**src/rtl/game_flow_if.sv**
```systemverilog
// Handshake bundle between the level sequencer and the keyboard/timer/score/object units.
// The master side drives requests and score; the slave side (the sequencer) drives level info.
interface game_flow_if #(
   parameter int LEVEL_W = 3,
   parameter int SCORE_W = 14,
   parameter int TIME_W  = 8,
   parameter int LIVES_W = 2
);
   logic [SCORE_W-1:0] score;
   logic               next_level;
   logic               skip_level;
   logic               level_ended;
   logic               pause_req;

   logic               start_level;
   logic [LEVEL_W-1:0] level_num;
   logic [SCORE_W-1:0] goal;
   logic [TIME_W-1:0]  timer_time;
   logic [LIVES_W-1:0] lives;
   logic               paused;
   logic               game_won;
   logic               game_over;

   modport master (
      output score, next_level, skip_level, level_ended, pause_req,
      input  start_level, level_num, goal, timer_time, lives, paused, game_won, game_over
   );

   modport slave (
      input  score, next_level, skip_level, level_ended, pause_req,
      output start_level, level_num, goal, timer_time, lives, paused, game_won, game_over
   );
endinterface

```
**src/rtl/game_flow_controller.sv**
```systemverilog
// Level sequencer for the mining game: lives with retry, pause, win/lose, and
// saturating per-level goal and timer presets loaded on entry to READY.
module game_flow_controller #(
   parameter int MAX_LEVEL = 5,
   parameter int LEVEL_W   = 3,
   parameter int SCORE_W   = 14,
   parameter int TIME_W    = 8,
   parameter int INIT_GOAL = 160,
   parameter int GOAL_STEP = 40,
   parameter int GOAL_MODE = 0,
   parameter int INIT_TIME = 40,
   parameter int TIME_DT   = 5,
   parameter int MAX_LIVES = 3
) (
   input  logic       clk,
   input  logic       resetN,
   game_flow_if.slave bus
);
   localparam int LW = $clog2(MAX_LIVES + 1);
   localparam int GW = SCORE_W + LEVEL_W + 1;
   localparam int TW = TIME_W + LEVEL_W + 1;
   localparam logic [GW-1:0] GOAL_SAT = GW'({SCORE_W{1'b1}});
   localparam logic [TW-1:0] TIME_SAT = TW'({TIME_W{1'b1}});
   localparam logic [LEVEL_W-1:0] LAST_LEVEL = LEVEL_W'(MAX_LEVEL);

   typedef enum logic [2:0] {
      S_IDLE, S_READY, S_PLAY, S_PAUSE, S_LEVEL_END, S_INTERMISSION, S_WIN, S_LOSE
   } state_t;

   // Clamp after every step so the running value never exceeds the wide accumulator.
   function automatic logic [SCORE_W-1:0] level_goal(input logic [LEVEL_W-1:0] n);
      logic [GW-1:0] g;
      g = GW'(INIT_GOAL);
      if (g > GOAL_SAT) g = GOAL_SAT;
      for (int i = 1; i < (1 << LEVEL_W); i++) begin
         if (LEVEL_W'(i) < n) begin
            g = (GOAL_MODE == 1) ? (g << 1) : (g + GW'(GOAL_STEP));
            if (g > GOAL_SAT) g = GOAL_SAT;
         end
      end
      return g[SCORE_W-1:0];
   endfunction

   function automatic logic [TIME_W-1:0] level_time(input logic [LEVEL_W-1:0] n);
      logic [TW-1:0] t;
      t = TW'(INIT_TIME);
      if (t > TIME_SAT) t = TIME_SAT;
      for (int i = 1; i < (1 << LEVEL_W); i++) begin
         if (LEVEL_W'(i) < n) begin
            t = t + TW'(TIME_DT);
            if (t > TIME_SAT) t = TIME_SAT;
         end
      end
      return t[TIME_W-1:0];
   endfunction

   state_t             state_q;
   logic               advance_q;
   logic               start_q, paused_q, won_q, over_q;
   logic [LEVEL_W-1:0] level_q;
   logic [SCORE_W-1:0] goal_q;
   logic [TIME_W-1:0]  time_q;
   logic [LW-1:0]      lives_q;

   logic [LEVEL_W-1:0] load_level;
   logic [SCORE_W-1:0] load_goal;
   logic [TIME_W-1:0]  load_time;

   always_comb begin
      // NOTE: default first so every path assigns load_level and no latch is inferred.
      load_level = level_q + LEVEL_W'(1);
      if (state_q == S_IDLE)
         load_level = LEVEL_W'(1);
      else if (state_q == S_INTERMISSION && !advance_q)
         load_level = level_q;
   end

   assign load_goal = level_goal(load_level);
   assign load_time = level_time(load_level);

   always_ff @(posedge clk or negedge resetN) begin
      if (!resetN) begin
         state_q   <= S_IDLE;
         advance_q <= 1'b0;
         start_q   <= 1'b0;
         paused_q  <= 1'b0;
         won_q     <= 1'b0;
         over_q    <= 1'b0;
         level_q   <= '0;
         goal_q    <= '0;
         time_q    <= '0;
         lives_q   <= '0;
      end else begin
         // NOTE: non-blocking throughout so every register updates from pre-edge values.
         start_q <= 1'b0;
         case (state_q)
            S_IDLE: if (bus.next_level) begin
               state_q <= S_READY;
               level_q <= load_level;
               goal_q  <= load_goal;
               time_q  <= load_time;
               lives_q <= LW'(MAX_LIVES);
            end
            S_READY: if (bus.next_level) begin
               state_q <= S_PLAY;
               start_q <= 1'b1;
            end
            S_PLAY: begin
               if (bus.level_ended) begin
                  state_q <= S_LEVEL_END;
               end else if (bus.skip_level) begin
                  if (level_q == LAST_LEVEL) begin
                     state_q <= S_WIN;
                     won_q   <= 1'b1;
                  end else begin
                     state_q <= S_READY;
                     level_q <= load_level;
                     goal_q  <= load_goal;
                     time_q  <= load_time;
                  end
               end else if (bus.pause_req) begin
                  state_q  <= S_PAUSE;
                  paused_q <= 1'b1;
               end
            end
            S_PAUSE: if (bus.pause_req) begin
               state_q  <= S_PLAY;
               paused_q <= 1'b0;
            end
            S_LEVEL_END: begin
               if (bus.score >= goal_q) begin
                  advance_q <= 1'b1;
                  if (level_q == LAST_LEVEL) begin
                     state_q <= S_WIN;
                     won_q   <= 1'b1;
                  end else begin
                     state_q <= S_INTERMISSION;
                  end
               end else begin
                  advance_q <= 1'b0;
                  if (lives_q > LW'(1)) begin
                     lives_q <= lives_q - LW'(1);
                     state_q <= S_INTERMISSION;
                  end else begin
                     lives_q <= '0;
                     over_q  <= 1'b1;
                     state_q <= S_LOSE;
                  end
               end
            end
            S_INTERMISSION: if (bus.next_level) begin
               state_q <= S_READY;
               level_q <= load_level;
               goal_q  <= load_goal;
               time_q  <= load_time;
            end
            S_WIN, S_LOSE: if (bus.next_level) begin
               state_q <= S_IDLE;
               won_q   <= 1'b0;
               over_q  <= 1'b0;
               level_q <= '0;
               goal_q  <= '0;
               time_q  <= '0;
               lives_q <= '0;
            end
            default: state_q <= S_IDLE;
         endcase
      end
   end

   assign bus.start_level = start_q;
   assign bus.level_num   = level_q;
   assign bus.goal        = goal_q;
   assign bus.timer_time  = time_q;
   assign bus.lives       = lives_q;
   assign bus.paused      = paused_q;
   assign bus.game_won    = won_q;
   assign bus.game_over   = over_q;
endmodule
```
**src/flat_wrapper.sv**
```systemverilog
// flat-port wrapper written by rule: the top's interface ports become plain ports
module game_flow_controller_flat 
#(
   parameter int MAX_LEVEL = 5,
   parameter int LEVEL_W   = 3,
   parameter int SCORE_W   = 14,
   parameter int TIME_W    = 8,
   parameter int INIT_GOAL = 160,
   parameter int GOAL_STEP = 40,
   parameter int GOAL_MODE = 0,
   parameter int INIT_TIME = 40,
   parameter int TIME_DT   = 5,
   parameter int MAX_LIVES = 3
)
  (clk, resetN, bus_score, bus_next_level, bus_skip_level, bus_level_ended, bus_pause_req, bus_start_level, bus_level_num, bus_goal, bus_timer_time, bus_lives, bus_paused, bus_game_won, bus_game_over);
  game_flow_if #(.LEVEL_W(LEVEL_W), .SCORE_W(SCORE_W), .TIME_W(TIME_W)) bus_i ();
  input  logic clk;
  input  logic resetN;
  input wire logic [$bits(bus_i.score)-1:0] bus_score;
  input wire logic [$bits(bus_i.next_level)-1:0] bus_next_level;
  input wire logic [$bits(bus_i.skip_level)-1:0] bus_skip_level;
  input wire logic [$bits(bus_i.level_ended)-1:0] bus_level_ended;
  input wire logic [$bits(bus_i.pause_req)-1:0] bus_pause_req;
  output wire logic [$bits(bus_i.start_level)-1:0] bus_start_level;
  output wire logic [$bits(bus_i.level_num)-1:0] bus_level_num;
  output wire logic [$bits(bus_i.goal)-1:0] bus_goal;
  output wire logic [$bits(bus_i.timer_time)-1:0] bus_timer_time;
  output wire logic [$bits(bus_i.lives)-1:0] bus_lives;
  output wire logic [$bits(bus_i.paused)-1:0] bus_paused;
  output wire logic [$bits(bus_i.game_won)-1:0] bus_game_won;
  output wire logic [$bits(bus_i.game_over)-1:0] bus_game_over;
  assign bus_i.score = bus_score;
  assign bus_i.next_level = bus_next_level;
  assign bus_i.skip_level = bus_skip_level;
  assign bus_i.level_ended = bus_level_ended;
  assign bus_i.pause_req = bus_pause_req;
  assign bus_start_level = bus_i.start_level;
  assign bus_level_num = bus_i.level_num;
  assign bus_goal = bus_i.goal;
  assign bus_timer_time = bus_i.timer_time;
  assign bus_lives = bus_i.lives;
  assign bus_paused = bus_i.paused;
  assign bus_game_won = bus_i.game_won;
  assign bus_game_over = bus_i.game_over;
  game_flow_controller #(.MAX_LEVEL(MAX_LEVEL), .LEVEL_W(LEVEL_W), .SCORE_W(SCORE_W), .TIME_W(TIME_W), .INIT_GOAL(INIT_GOAL), .GOAL_STEP(GOAL_STEP), .GOAL_MODE(GOAL_MODE), .INIT_TIME(INIT_TIME), .TIME_DT(TIME_DT), .MAX_LIVES(MAX_LIVES)) u_core (.clk(clk), .resetN(resetN), .bus(bus_i));
endmodule
```
**config.mk**
```make
export PLATFORM = sky130hd
export DESIGN_NAME = game_flow_controller_flat
export DESIGN_NICKNAME = d
export VERILOG_FILES = /design/src/rtl/game_flow_if.sv /design/src/rtl/game_flow_controller.sv /design/src/flat_wrapper.sv
export SDC_FILE = /design/constraint.sdc
export NUM_CORES = 1
export LEC_CHECK = 0
export BUFFER_PORTS_ARGS = -buffer_cell sky130_fd_sc_hd__buf_4
export CORE_ASPECT_RATIO = 0.6
export CORE_MARGIN = 1.5
export CORE_UTILIZATION = 47
export CTS_CLUSTER_SIZE = 25
export DETAILED_ROUTE_END_ITERATION = 10
export PLACE_DENSITY = 0.72
export SKIP_LAST_GASP = 1
export SYNTH_ARGS = -nofsm -noshare
export SYNTH_HDL_FRONTEND = slang
export SYNTH_SLANG_ARGS = --single-unit
```
**constraint.sdc**
```tcl
create_clock -name clk -period 5.7 [get_ports clk]
set_clock_uncertainty 0.05 [all_clocks]
set_input_delay 0.57 -clock clk [delete_from_list [all_inputs] [get_ports clk]]
set_output_delay 0.57 -clock clk [all_outputs]
set_load 0.1 [all_outputs]
```
# [Word-level counts from Yosys, hierarchy flattened]
# Cells that the tools add are included.
[word_totals] regBits=35 out_inout_bits=31
[op_classes] add_sub_neg=14 mux=79 magnitude_cmp=21 eq_ne=22 n_reduce_logical=16
[ops] operator="$mux 18" n=10
[ops] operator="$mux 12" n=10
[ops] operator="$gt 18x14->1 const B" n=6
[ops] operator="$mux 14" n=7
[ops] operator="$add 18x6->18 const B" n=5
[ops] operator="$gt 12x8->1 const B" n=6
[ops] operator="$add 12x3->12 const B" n=5
[ops] operator="$mux 8" n=7
[ops] operator="$mux 3" n=16
[ops] operator="$pmux 14 s3" n=1
[ops] operator="$pmux 8 s3" n=1
[ops] operator="$ne 2x2->1 const B" n=11
[ops] operator="$pmux 3 s6" n=1
[ops] operator="$eq 3x3->1 const B" n=5
[ops] operator="$reduce_and 5->1" n=3
[ops] operator="$ge 14x14->1" n=1
[ops] operator="$mux 1" n=14
[ops] operator="$lt 3x3->1 const A" n=4
[ops] operator="$mux 2" n=6
[ops] operator="$add 8x6->9 const B" n=1
[ops] operator="$pmux 3 s3" n=1
[ops] operator="$reduce_bool 3->1" n=3
[ops] operator="$reduce_and 4->1" n=2
[ops] operator="$add 6x3->7 const B" n=1
[ops] operator="19 further kinds" n=25

# [Logic depth before layout (Yosys ltp)]
[depth] depth_word=34 depth_mapped=13

# [Worst setup path before layout]
# OpenSTA, ideal clock, no wires.
[synth_timing] path_kind="reg-to-reg" startpoint="reg u_core.level_q[0], in the netlist u_core.bus.level_num[0]" endpoint="reg u_core.goal_q[4], in the netlist u_core.bus.goal[4]" stages_incl_launch_ff=13 path_slack_ps=2431 t_arrival_ps=3096 setup_ps=123 required_time_ps=5527 path_cell_list="dfrtp_1 -> ha_1 -> nand2_1 -> o22ai_1 -> a21oi_4 -> inv_2 -> nor2_1 -> a21o_1 -> ha_1 -> inv_1 -> ha_1 -> or2_0 -> a32o_1"
[synth_via] elab_chain_cells=33
[synth_lines] element="from (decl)" line_no="game_flow_controller.sv:60" source="logic [LEVEL_W-1:0] level_q;"
[synth_lines] element="from (signal assigned)" line_no="game_flow_controller.sv:99" source="level_q <= load_level;"
[synth_lines] element="from (signal assigned)" line_no="game_flow_controller.sv:117" source="level_q <= load_level;"
[synth_lines] element="from (signal assigned)" line_no="game_flow_controller.sv:153" source="level_q <= load_level;"
[synth_lines] element="$add 3x1->3" line_no="game_flow_controller.sv:71" source="load_level = level_q + LEVEL_W'(1);"
[synth_lines] element="$mux 3" line_no="game_flow_controller.sv:74" source="else if (state_q == S_INTERMISSION && !advance_q)"
[synth_lines] element="$mux 3" line_no="game_flow_controller.sv:72" source="if (state_q == S_IDLE)"
[synth_lines] element="$lt 1x3->1" line_no="game_flow_controller.sv:36" source="if (LEVEL_W'(i) < n) begin"
[synth_lines] element="$mux 7" line_no="game_flow_controller.sv:36"
[synth_lines] element="$add 8x6->9" line_no="game_flow_controller.sv:37" source="g = (GOAL_MODE == 1) ? (g << 1) : (g + GW'(GOAL_STEP));"
[synth_lines] element="$gt 18x14->1" line_no="game_flow_controller.sv:38" source="if (g > GOAL_SAT) g = GOAL_SAT;"
[synth_lines] element="$mux 18" line_no="game_flow_controller.sv:38"
[synth_lines] element="[17 not listed]"
[synth_lines] element="$add 18x6->18" line_no="game_flow_controller.sv:37"
[synth_lines] element="$gt 18x14->1" line_no="game_flow_controller.sv:38"
[synth_lines] element="$mux 14" line_no="game_flow_controller.sv:38"
[synth_lines] element="$mux 14" line_no="game_flow_controller.sv:36"
[synth_lines] element="$mux 14" line_no="game_flow_controller.sv:112" source="if (level_q == LAST_LEVEL) begin"
[synth_lines] element="$mux 14" line_no="game_flow_controller.sv:111" source="end else if (bus.skip_level) begin"
[synth_lines] element="$mux 14" line_no="game_flow_controller.sv:109" source="if (bus.level_ended) begin"
[synth_lines] element="$pmux 14 s3" line_no="game_flow_controller.sv:96" source="case (state_q)"
[synth_lines] element="to (signal assigned)" line_no="game_flow_controller.sv:100" source="goal_q <= load_goal;"
[synth_lines] element="to (signal assigned)" line_no="game_flow_controller.sv:118" source="goal_q <= load_goal;"
[synth_lines] element="to (signal assigned)" line_no="game_flow_controller.sv:154" source="goal_q <= load_goal;"
[synth_lines] element="to (decl)" line_no="game_flow_controller.sv:61" source="logic [SCORE_W-1:0] goal_q;"
# Parallel ways exist; a longest one is shown, timed or not. The select of a mux whose other input is x is not followed.
# A chain may end at the register's enable or synchronous reset.

# [Final worst setup path]
[layout_timing] startpoint="reg u_core.state_q[2]" endpoint="reg u_core.goal_q[4], in the netlist u_core.bus.goal[4]"
[layout_via] elab_chain_cells=34
[layout_lines] element="from (decl)" line_no="game_flow_controller.sv:57" source="state_t state_q;"
[layout_lines] element="from (signal assigned)" line_no="game_flow_controller.sv:83" source="state_q <= S_IDLE;"
[layout_lines] element="from (signal assigned)" line_no="game_flow_controller.sv:98" source="state_q <= S_READY;"
[layout_lines] element="from (signal assigned)" line_no="game_flow_controller.sv:105" source="state_q <= S_PLAY;"
[layout_lines] element="$eq 3x3->1" line_no="game_flow_controller.sv:74, game_flow_controller.sv:96"
[layout_lines] element="$logic_and 1x1->1" line_no="game_flow_controller.sv:74"
[layout_lines] element="$mux 3" line_no="game_flow_controller.sv:74"
[layout_lines] element="$mux 3" line_no="game_flow_controller.sv:72"
[layout_lines] element="$lt 1x3->1" line_no="game_flow_controller.sv:36"
[layout_lines] element="$mux 7" line_no="game_flow_controller.sv:36"
[layout_lines] element="$add 8x6->9" line_no="game_flow_controller.sv:37"
[layout_lines] element="$gt 18x14->1" line_no="game_flow_controller.sv:38"
[layout_lines] element="[18 not listed]"
[layout_lines] element="$add 18x6->18" line_no="game_flow_controller.sv:37"
[layout_lines] element="$gt 18x14->1" line_no="game_flow_controller.sv:38"
[layout_lines] element="$mux 14" line_no="game_flow_controller.sv:38"
[layout_lines] element="$mux 14" line_no="game_flow_controller.sv:36"
[layout_lines] element="$mux 14" line_no="game_flow_controller.sv:112"
[layout_lines] element="$mux 14" line_no="game_flow_controller.sv:111"
[layout_lines] element="$mux 14" line_no="game_flow_controller.sv:109"
[layout_lines] element="$pmux 14 s3" line_no="game_flow_controller.sv:96"
# Parallel ways exist; a longest one is shown, timed or not. The select of a mux whose other input is x is not followed.

==> summary.txt <==
Status
  – Outcome: finished, final reports clean

STA
  – RSZ-0062 raised after global routing: no
  – Upper clock frequency limit: 314 MHz
  – Slew of the pin with the lowest slew margin: 0.665 ns
  – Final Hold Fails: 0
  – Post-route setup TNS: 0 ns
  – Final slew viol count: 0
  – Final worst-path cycle share: 56.0%
  – Final setup viols: 0
  – Final worst path period need: 3.19 ns
  – Max-slew headroom: 55.7%
  – Hold Worst Slack: ~0.17 ns

Global routing
  – Number of global-route vias before repair: 1443
  – Initial antenna violation count: 0
  – First-pass GRT wire length: 7.37 mm
  – Largest net degree at the start of global routing: 30
  – GRT overflow: 0
  – Global Route Usage Sum: 21.5%

Final layout
  – Commonest non-fill, non-tap cell in the layout: buf_4
  – Share of layout cells above drive strength 1: 22.3%
  – Fill count: 370
  – Final Net Count: between 300 and 400
  – Most frequent cells in the layout: buf_4, nand2_1, dfrtp_1
  – Diodes inserted: 0
  – Area delta synth->final: 22.5%
  – Fin util: 59.8%

Yosys
  – Largest area contributor in the netlist: dfrtp_1
  – Mapped Area: 1990 µm²
  – Syn Inst Count: about 230
  – Largest family of logic cells by synthesized area: compound AO/OA/AOI/OAI gates
  – Synthesized area per cell: 8.69 µm²
  – Distinct cells, synth: slightly above 50
  – Post-synthesis sequential area ratio: 36.5%
  – Synth Area in Compound Gates: 23.5%
  – Synth area leaders: dfrtp_1, ha_1, nand2_1
  – Simple-gate area share of the yosys netlist: 18.7%
  – Top-area cell type share of the netlist area: 36.5%
  – Post-synthesis adder-cell area fraction: 10.1%
  – Share of flip-flops with an asynchronous set or reset: 100%
  – Syn. warnings: 0
  – XOR/XNOR share of the synthesized area: 2.64%
  – Mux share of post-synthesis cell area: 0%
  – Dominant synthesized flop cell: dfrtp_1
  – Synth Register Bits: 29
  – Post-synth EDFFs: 0

Hold path
  – Worst Hold Class: input pin to async pin

Floorplan
  – Std cell rows: 18
  – I/O pin total: 51
  – Chip Height: 53.4 µm
  – Die Wd: 87.0 µm
  – Core outline area: about 4100 µm²
  – Initial cell density of the core: between 40% and 50%
  – DIE AREA: 4640 µm²

Clocking
  – H-tree levels: 2
  – Clk_lat worst skew: 0.27 ns
  – # resized after CTS: 0
  – Worst-path clk slew: around 0.07 ns
  – # clock sinks: 29
  – Root buf cell: clkbuf_8
  – Hold buffer count at CTS: 0
  – Postcts setup bufs: 0
  – TritonCTS clock tree: done
  – CTS Buf Count: 5
  – Longest Clk Path Bufs: 2

Critical path
  – Startpoint types: flip-flop
  – Most common cell on crit path: ha_1
  – Crit Path Class: flip-flop to flip-flop
  – CP required: 5.81 ns
  – Crit. End Element: flip-flop
  – Slowest Stage Delay on Critical Path: 0.77 ns
  – Critical path peak fanout: 24
  – Crit-path cells: nor4b_1 > a21oi_1 > o22ai_1 > nand2_1 > nor2_1 > a21o_1 > ha_1 > inv_1 > ha_1 > or2_0 > a32o_1
  – Critical Path AT: 3.30 ns
  – CP max stage cell: dfrtp_1

Detailed routing
  – # DRC: 0
  – Vias: 1770
  – Drt via density: ~5.3
  – Iteration-0 DRC Markers: 107
  – WL final: 4.66 mm
  – Routed length per instance: 14.0 µm
  – 1st-pass router iterations: 4
  – DRT antenna net count: 0

Place
  – PortBufs: 45
  – Final HPWL DP: 3.46 mm
  – Final RePlAce weighted congestion: 0.863

Run
  – Maxcap violations: 0
routing by layer:
layer  GRT usage [%]  share of wire [%]  vias up
met5               0                  0        -
met4            3.76               0.26        0
met3            5.46                8.6        2
met2            27.8                 39       67
met1            34.5                 52      821
li1                -                  -      880
cell usage after synthesis (3+ instances only):
master / number
nand2_1: 32
a21o_1: 3
a31oi_1: 4
a32o_1: 4
nor2_1: 15
inv_1: 20
nor3_1: 3
nor2b_1: 3
ha_1: 16
a21oi_1: 6
clkbuf_1: 4
dfrtp_1: 29
o22ai_1: 3
a22o_1: 4
xnor2_1: 5
buf_4: 7
and2_1: 7
o21ai_0: 22
layout make-up:
class | instances | area [µm²] | share of cell area (%)
Tap cell | 60 | 75.1 | 3.08
Timing Repair Buffer | 46 | 345 | 14.2
Multi-Input combinational cell | 169 | 1110 | 45.6
Clock inverter | 1 | 5.00 | 0.205
Inverter | 21 | 78.8 | 3.23
Clock buffer | 7 | 96.3 | 3.95
Sequential cell | 29 | 726 | 29.8
logic make-up (layout without fill, tap and decap cells):
| group | after synthesis | in the layout |
|---|---|---|
| fa+ha+maj | 16 | 16 |
| flops | 29 | 29 |
| simple gates | 74 | 74 |
| xor+xnor | 6 | 6 |
| buf+inv | 35 | 75 |
| compound gates | 68 | 68 |
| other cells | 1 | 5 |
final timing paths:
kind	startpoint	endpoint	slack, ns	cells after the start
setup / recovery	u_core.state_q[2]$_DFFE_PN0P_	u_core.bus.goal[4]$_DFFE_PN0P_	2.51	11
hold / removal	resetN	u_core.bus.start_level$_DFF_PN0_	0.17	1
setup reg to reg	u_core.state_q[2]$_DFFE_PN0P_	u_core.bus.goal[4]$_DFFE_PN0P_	2.51	11
hold reg to reg	u_core.bus.timer_time[0]$_DFFE_PN0P_	u_core.bus.timer_time[0]$_DFFE_PN0P_	0.43	2
max in group asynchronous	resetN	u_core.bus.timer_time[3]$_DFFE_PN0P_	5.16	1
min in group clk	u_core.bus.timer_time[0]$_DFFE_PN0P_	u_core.bus.timer_time[0]$_DFFE_PN0P_	0.43	2
through the flow:
step           area [µm²]  setup slack [ns]  std cells
3_3_place_gp         2340              2.67        325
3_5_place_dp         2340              2.56        325
2_1_floorplan        2000              2.43        233
6_report             2440              2.51        333
5_1_grt              2440              2.14        333
4_1_cts              2440              2.54        333
critical path, delay by kind of cell, from the launching register on:
family	cells	cell delay (ns)
flip-flops	1	0.77
adder cells (fa/ha/maj)	2	0.45
buffers and inverters	1	0.06
AO/OA/AOI/OAI	4	0.85
AND/OR/NAND/NOR	4	0.91
registers in the layout (all words and copies together) (netlist names):
register / flops
u_core.bus.goal: 9
u_core.bus.game_over: 1
u_core.bus.level_num: 2
u_core.bus.lives: 2
u_core.bus.game_won: 1
u_core.state_q: 3
u_core.bus.timer_time: 8
u_core.advance_q: 1
u_core.bus.paused: 1
u_core.bus.start_level: 1
Power is not shown: default switching activity piles up to over one toggle a cycle in this logic, so the estimate is an artifact.
